## src/rtl/tff_mod_counter_pkg.sv

```systemverilog
// Shared constants for the T-flip-flop counter family: default width,
// direction encoding and the per-edge operation selected by the control inputs.
package tff_mod_counter_pkg;

    localparam int TFF_DEF_WIDTH = 4;

    localparam logic CNT_UP = 1'b1;
    localparam logic CNT_DN = 1'b0;

    typedef enum logic [1:0] {
        OP_HOLD  = 2'd0,
        OP_LOAD  = 2'd1,
        OP_COUNT = 2'd2
    } cnt_op_e;

endpackage

```

## src/rtl/tff_mod_counter_cell.sv

```systemverilog
// Single T flip-flop with asynchronous active-high reset; toggles on i_t.
module tff_cell (
    input  logic i_t,
    input  logic i_rst,
    input  logic i_clk,
    output logic o_q
);

    logic r_q;

    always_ff @(posedge i_clk or posedge i_rst) begin
        if (i_rst) begin
            r_q <= 1'b0;
        end else if (i_t) begin
            r_q <= ~r_q;
        end
    end

    assign o_q = r_q;

endmodule

```

## src/rtl/tff_mod_counter.sv

```systemverilog
// Modulo-MODULUS up/down counter built from a bank of T cells, with load clamp,
// saturate-or-wrap mode, combinational terminal count and a registered wrap pulse.
module tff_mod_counter
    import tff_mod_counter_pkg::*;
#(
    parameter int WIDTH   = TFF_DEF_WIDTH,
    parameter int MODULUS = 2**WIDTH
) (
    input  logic             i_clk,
    input  logic             i_rst,
    input  logic             i_en,
    input  logic             i_up,
    input  logic             i_load,
    input  logic [WIDTH-1:0] i_d,
    input  logic             i_sat,
    output logic [WIDTH-1:0] o_q,
    output logic             o_tc,
    output logic             o_wrap
);

    localparam logic [WIDTH-1:0] MAX_VAL = WIDTH'(MODULUS - 1);
    localparam logic [WIDTH-1:0] ONE     = WIDTH'(1);

    cnt_op_e          w_op;
    logic [WIDTH-1:0] w_q;
    logic [WIDTH-1:0] w_q_next;
    logic [WIDTH-1:0] w_t;
    logic             w_at_max;
    logic             w_at_zero;
    logic             w_at_end;
    logic             w_wrap_next;
    logic             r_wrap;

    assign w_at_max  = (w_q == MAX_VAL);
    assign w_at_zero = (w_q == '0);
    assign w_at_end  = (i_up == CNT_UP) ? w_at_max : w_at_zero;

    always_comb begin
        w_op = OP_HOLD;
        if (i_load) begin
            w_op = OP_LOAD;
        end else if (i_en) begin
            w_op = OP_COUNT;
        end
    end

    always_comb begin
        w_q_next    = w_q;
        w_wrap_next = 1'b0;
        case (w_op)
            OP_LOAD: begin
                w_q_next = (i_d > MAX_VAL) ? MAX_VAL : i_d;
            end
            OP_COUNT: begin
                if (w_at_end) begin
                    // Saturate simply leaves w_q_next at the current value.
                    if (!i_sat) begin
                        w_q_next    = (i_up == CNT_UP) ? '0 : MAX_VAL;
                        w_wrap_next = 1'b1;
                    end
                end else begin
                    w_q_next = (i_up == CNT_UP) ? (w_q + ONE) : (w_q - ONE);
                end
            end
            default: begin
                w_q_next = w_q;
            end
        endcase
    end

    // Each cell toggles exactly on the bits that differ from the next count.
    assign w_t = w_q ^ w_q_next;

    for (genvar g = 0; g < WIDTH; g++) begin : g_cell
        tff_cell u_cell (
            .i_t   (w_t[g]),
            .i_rst (i_rst),
            .i_clk (i_clk),
            .o_q   (w_q[g])
        );
    end

    always_ff @(posedge i_clk or posedge i_rst) begin
        if (i_rst) begin
            r_wrap <= 1'b0;
        end else begin
            r_wrap <= w_wrap_next;
        end
    end

    assign o_q    = w_q;
    assign o_tc   = i_en & w_at_end;
    assign o_wrap = r_wrap;

endmodule
```

## config.mk

```make
export PLATFORM = sky130hd
export DESIGN_NAME = tff_mod_counter
export DESIGN_NICKNAME = d
export VERILOG_FILES = /design/src/rtl/tff_mod_counter_pkg.sv /design/src/rtl/tff_mod_counter_cell.sv /design/src/rtl/tff_mod_counter.sv
export SDC_FILE = /design/constraint.sdc
export NUM_CORES = 1
export LEC_CHECK = 0
export ABC_AREA = 1
export ABC_CLOCK_PERIOD_IN_PS = 1700
export CELL_PAD_IN_SITES_DETAIL_PLACEMENT = 1
export CELL_PAD_IN_SITES_GLOBAL_PLACEMENT = 1
export CORE_ASPECT_RATIO = 1.25
export CORE_MARGIN = 1.5
export CORE_UTILIZATION = 29
export CTS_CLUSTER_SIZE = 20
export DETAILED_ROUTE_END_ITERATION = 10
export PLACE_DENSITY = 0.74
export SLEW_MARGIN = 15
export SYNTH_ARGS = -nofsm -noshare
export SYNTH_HDL_FRONTEND = slang
export SYNTH_SLANG_ARGS = --single-unit
```

## constraint.sdc

```tcl
create_clock -name i_clk -period 1.7 [get_ports i_clk]
set_clock_uncertainty 0.1 [all_clocks]
set_input_delay 0.34 -clock i_clk [delete_from_list [all_inputs] [get_ports i_clk]]
set_output_delay 0.34 -clock i_clk [all_outputs]
set_load 0.01 [all_outputs]
```

[Word level (Yosys, flattened, before mapping)]
Index checks and enable logic that the tools add are counted.
Word-level totals
  register bits after elaboration: 5
  word-level logic and storage cells: 30
  input bits: 10
Cells by class
  bitwise operators: 6
  reduce and logical (&&, ||, !) cells: 1
  eq/ne operators: 3
  mux-type cells: 12
  add/subtract/negate cells: 2
  $lt $le $gt $ge: 1
Operators by type and width (number)
  4-bit two-way mux: 5
  4-bit one-hot mux with 2 select lines: 1
  4-bit by 1-bit adder with 4-bit output, second input constant: 1
  4-bit equality test, second input constant: 1
  4-bit > comparator, second input constant: 1
  4-bit zero test: 1
  1-bit two-way mux: 4
  2-bit two-way mux: 2
  1-bit inverter: 4
  4-bit by 1-bit subtractor with 4-bit output, second input constant: 1
  4-bit XOR: 1
  2-bit by 1-bit equality test with 1-bit output, second input constant: 1
  2-bit equality test, second input constant: 1
  1-bit bitwise AND: 1

[Depth between registers and ports, before layout]
Gate-level depths: netlist of run 1.
  word-level depth: 5
  depth in mapped cells: 10
  depth with buffers taken out: 10

[By module]
Synthesis of run 1 repeated with hierarchy kept, for this count alone.
Second synthesis, totals
  cell total of the unflattened synthesis: 107
  area total of the unflattened synthesis: 583.1 µm²
By module, submodules not included
  tff_mod_counter: times used 1, cells each 79, sequential area each 25.0 µm², area each 392.9 µm²
  tff_cell: times used 4, cells each 7, sequential area each 25.0 µm², area each 47.5 µm²

[Worst setup path before layout of run 1]
OpenSTA, ideal clock, no wires.
  path type: reg-to-reg
  start point: register g_cell[2].u_cell.r_q
  end point: register g_cell[3].u_cell.r_q
  data required time: 1.472 ns
  clock period less this slack: 1.511 ns
  slack: 0.189 ns
  buffers on the path: 0
  stages on the path, launching flop included: 9
  arrival time: 1.282 ns
  cells stage by stage: dfrtp_1 > ha_1 > or2_2 > nand2_1 > nand2_1 > nand2_1 > nand2_1 > nand2_1 > a21oi_2
On the way
  word-level cells in the longest chain between the ends: 5
  elaborated cells between the ends (all ways): 9
  those cells by class: add/sub (2); eq/ne (1); mux (4); bitwise (1); reduce/logical (1)
Ends and longest elaborated chain
  from (decl): line tff_mod_counter_cell.sv:9  | logic r_q;
  from (signal assigned): line tff_mod_counter_cell.sv:15  | r_q <= ~r_q;
  4-bit by 1-bit subtractor with 4-bit output (tied with other cells): line tff_mod_counter.sv:62  | w_q_next = (i_up == CNT_UP) ? (w_q + ONE) : (w_q - ONE);
  4-bit two-way mux / 1-bit two-way mux (equally long branches): line tff_mod_counter.sv:62, tff_mod_counter.sv:36
  4-bit two-way mux (*): line tff_mod_counter.sv:55  | if (w_at_end) begin
  4-bit one-hot mux with 2 select lines (*): line tff_mod_counter.sv:50  | case (w_op)
  4-bit XOR (*): line tff_mod_counter.sv:72  | assign w_t = w_q ^ w_q_next;
  to (signal assigned): line tff_mod_counter_cell.sv:15
  to (decl): line tff_mod_counter_cell.sv:9
Mark *: on every way between the ends. The rest lies on a longest branch, timed or not.
A chain may end at the register's enable or synchronous reset.

[Worst setup path after layout of run 1]
  start point: register g_cell[0].u_cell.r_q
  end point: output o_tc
On the way
  word-level cells in the longest chain between the ends: 3
  elaborated cells between the ends (all ways): 4
  those cells by class: eq/ne (1); mux (1); bitwise (1); reduce/logical (1)
Ends and longest elaborated chain
  from (decl): line tff_mod_counter_cell.sv:9
  from (signal assigned): line tff_mod_counter_cell.sv:15
  4-bit equality test / 4-bit zero test (equally long branches): line tff_mod_counter.sv:34, tff_mod_counter.sv:35
  1-bit two-way mux (*): line tff_mod_counter.sv:36  | assign w_at_end = (i_up == CNT_UP) ? w_at_max : w_at_zero;
  1-bit bitwise AND (*): line tff_mod_counter.sv:92  | assign o_tc = i_en & w_at_end;
  to (decl): line tff_mod_counter.sv:17  | output logic o_tc,
Marked as above.

==> results of run 1 <==
cells by family after synthesis:
kind of cell	after synthesis	share of synthesized area [%]
AOI/OAI and AO/OA	9	10.8
xor gates and xnor gates	1	1.80
adders and majority gates	3	9.25
buffers and inverters	20	18.5
DFF	5	25.7
and+or+nand+nor	39	33.9
power by group:
part	leakage [nW]	internal (mW)	switching, mW	total (mW)
logic	0.381	0.159	0.141	0.300
registers	0.0585	0.133	0.0145	0.147
clock network	0.0150	0.0882	0.0408	0.129
cell type report:
class	instances	area (µm²)
tap	18	22.5
clock buffer	4	26.3
inverter	16	60.1
fill	216	736
multi-input combinational	52	288
sequential	5	125
timing repair buffer	36	304
path summary, 6_finish.rpt:
kind                       slack, ns                  from  cells after the start                    to
max in group asynchronous       1.14                 i_rst                      2                o_wrap
hold / removal                  0.20                 i_rst                      2  g_cell[3].u_cell.o_q
setup / recovery                0.04  g_cell[0].u_cell.o_q                      6                  o_tc
min in group i_clk              0.58                 i_sat                      2                o_wrap
setup reg to reg                0.08  g_cell[2].u_cell.o_q                      9  g_cell[3].u_cell.o_q
hold reg to reg                 0.67  g_cell[0].u_cell.o_q                      4  g_cell[0].u_cell.o_q
synthesized netlist by cell type, drive strengths merged:
cell / instances / area (µm²)
o22ai: 2 / 12.5
or2: 1 / 6.26
nand2: 23 / 88.8
nand3: 5 / 25.0
a21oi: 3 / 18.8
nand4: 2 / 12.5
fa: 1 / 20.0
clkinv: 1 / 3.75
a31oi: 1 / 6.26
inv: 15 / 56.3
dfrtp: 5 / 125
o21ai: 3 / 15.0
xor2: 1 / 8.76
buf: 4 / 30.0
nor2: 8 / 32.5
ha: 2 / 25.0
critical path, stage by stage (launching register included):
cell	delay, ns
dfrtp_1	0.40
nor2_2	0.13
nand3_1	0.09
nand2_1	0.09
nand2_2	0.07
nor2_1	0.08
buf_2	0.13
cells in the final DEF, fill, tap and decap left out, types with 2 or more instances in the layout:
master	count
buf_4	19
a21oi_2	2
dlygate4sd2_1	5
nand2_1	22
o21ai_0	2
nand3_1	5
o22ai_1	2
buf_6	2
nand4_1	2
clkbuf_4	3
inv_1	14
nor2_1	7
dfrtp_1	5
clkdlybuf4s50_1	9
layer usage:
metal / routed length [µm] / track usage, %
met5: 0 / 0
met4: 8 / 5.17
met3: 24 / 2.74
met2: 921 / 34.2
met1: 580 / 20.3
timing repair:
action / 4_1_cts / 5_1_grt
resized for setup: 11 / 3
pin swaps: 1 / 4
setup endpoints to repair: 8 / 4
buffers inserted: 3 / 2
per-stage QoR:
| step | worst slack (ns) | TNS [ns] |
|---|---|---|
| detailed placement | -0.471 | -1.57 |
| global placement | -0.451 | -1.42 |
| global route | -0.0331 | -0.0504 |
| floorplan | 0.189 | 0 |
| finish | 0.0439 | 0 |
| CTS | 0.00117 | 0 |
registers in the layout, summed over array words and instances (netlist names):
signal             flops
g_cell.u_cell.o_q      4
o_wrap                 1
==> run metrics, run 1 <==
Post-DP HPWL=~1.3 mm; post-route cell area=around 830 µm²; HP Class=in2async; post-layout util=52.9%; Max-cap violations=0; DP Area=~750 µm²; Slew Limit Fails=0; layout cell share with drive strength beyond 1=between 20% and 30%; Hold Buf Count CTS=0; first-pass detailed-route iteration total=4; leakage=0.455 nW; DRC viols=0; Yosys cell types=20; tightest hold margin=about 0.20 ns; number of cell rows=16; GPL Wtd Cong=a little under 0.8; final cell count without fillers=between 100 and 150; Post-Syn Instances=77; die area=1930 µm²; fin nets=127; CTS tree=built; Clock transition at path regs=~0.040 ns; Crit. End Element=output pin; Startpoint Class=flop; PortBufs=15; H-tree depth=1; clk_lat worst skew=between 0.2 and 0.25 ns; Peak VDD IR=about 0.0006 V; initial antenna violation count=0; Antenna Nets Post-Route=0; Final min period=between 1.5 and 2 ns; ant diodes=0; Final Total Pwr=0.576 mW; Yosys warning total=0; # clock sinks=5; wirelength, routed=1.54 mm; vias in the first global route=634; die width=between 30 and 40 µm; mean number of vias per cell=between 4 and 5; Root Driver=clkbuf_4; P&R area growth vs syn=69.7%; Pwr Density=around 700 nW/µm²; Global Route Usage Sum=a little under a fifth; Initial Utilization=between 30% and 40%; Vias=~600; final setup vio count=0; Cells after DPL=between 100 and 150; Post-Syn Area per Cell=roughly 6.3 µm²; I/O pin count=16; area of the core=between 1500 and 2000 µm²; cts bufs inserted=3; setup repair after global routing missed its margin=yes; Mapped Nets=90; Synth Register Bits=5; final hold vios=0; Setup Crit Path Kind=reg2out; Detailed Route Iter0 Violations=5; deepest clock path buffer count=2; Final period util=a little over nine tenths; synthesized area=about 490 µm²; actual slew at the worst max-slew pin=0.272 ns; first-pass GRT wire length=approximately 2.5 mm; drt wl/cell=about 12 µm; critical path required time=about 1.3 ns; chip height=roughly 49 µm; GRT overflow=0; largest net degree at the start of global routing=6; sequential area share after synthesis=about 26%; Max FO, Critical Path=4; status=complete, no violations; crit path DAT=between 1 and 1.5 ns; Max Freq=~600 MHz; Worst slew margin=81.8%
(Power assumes the default switching activity.)
==> inputs of run 2 (changes only) <==
CTS_CLUSTER_DIAMETER = 30   (was not set)
==> results of run 2 <==
The final DEF is identical to that of run 1; final timing and power are the same.
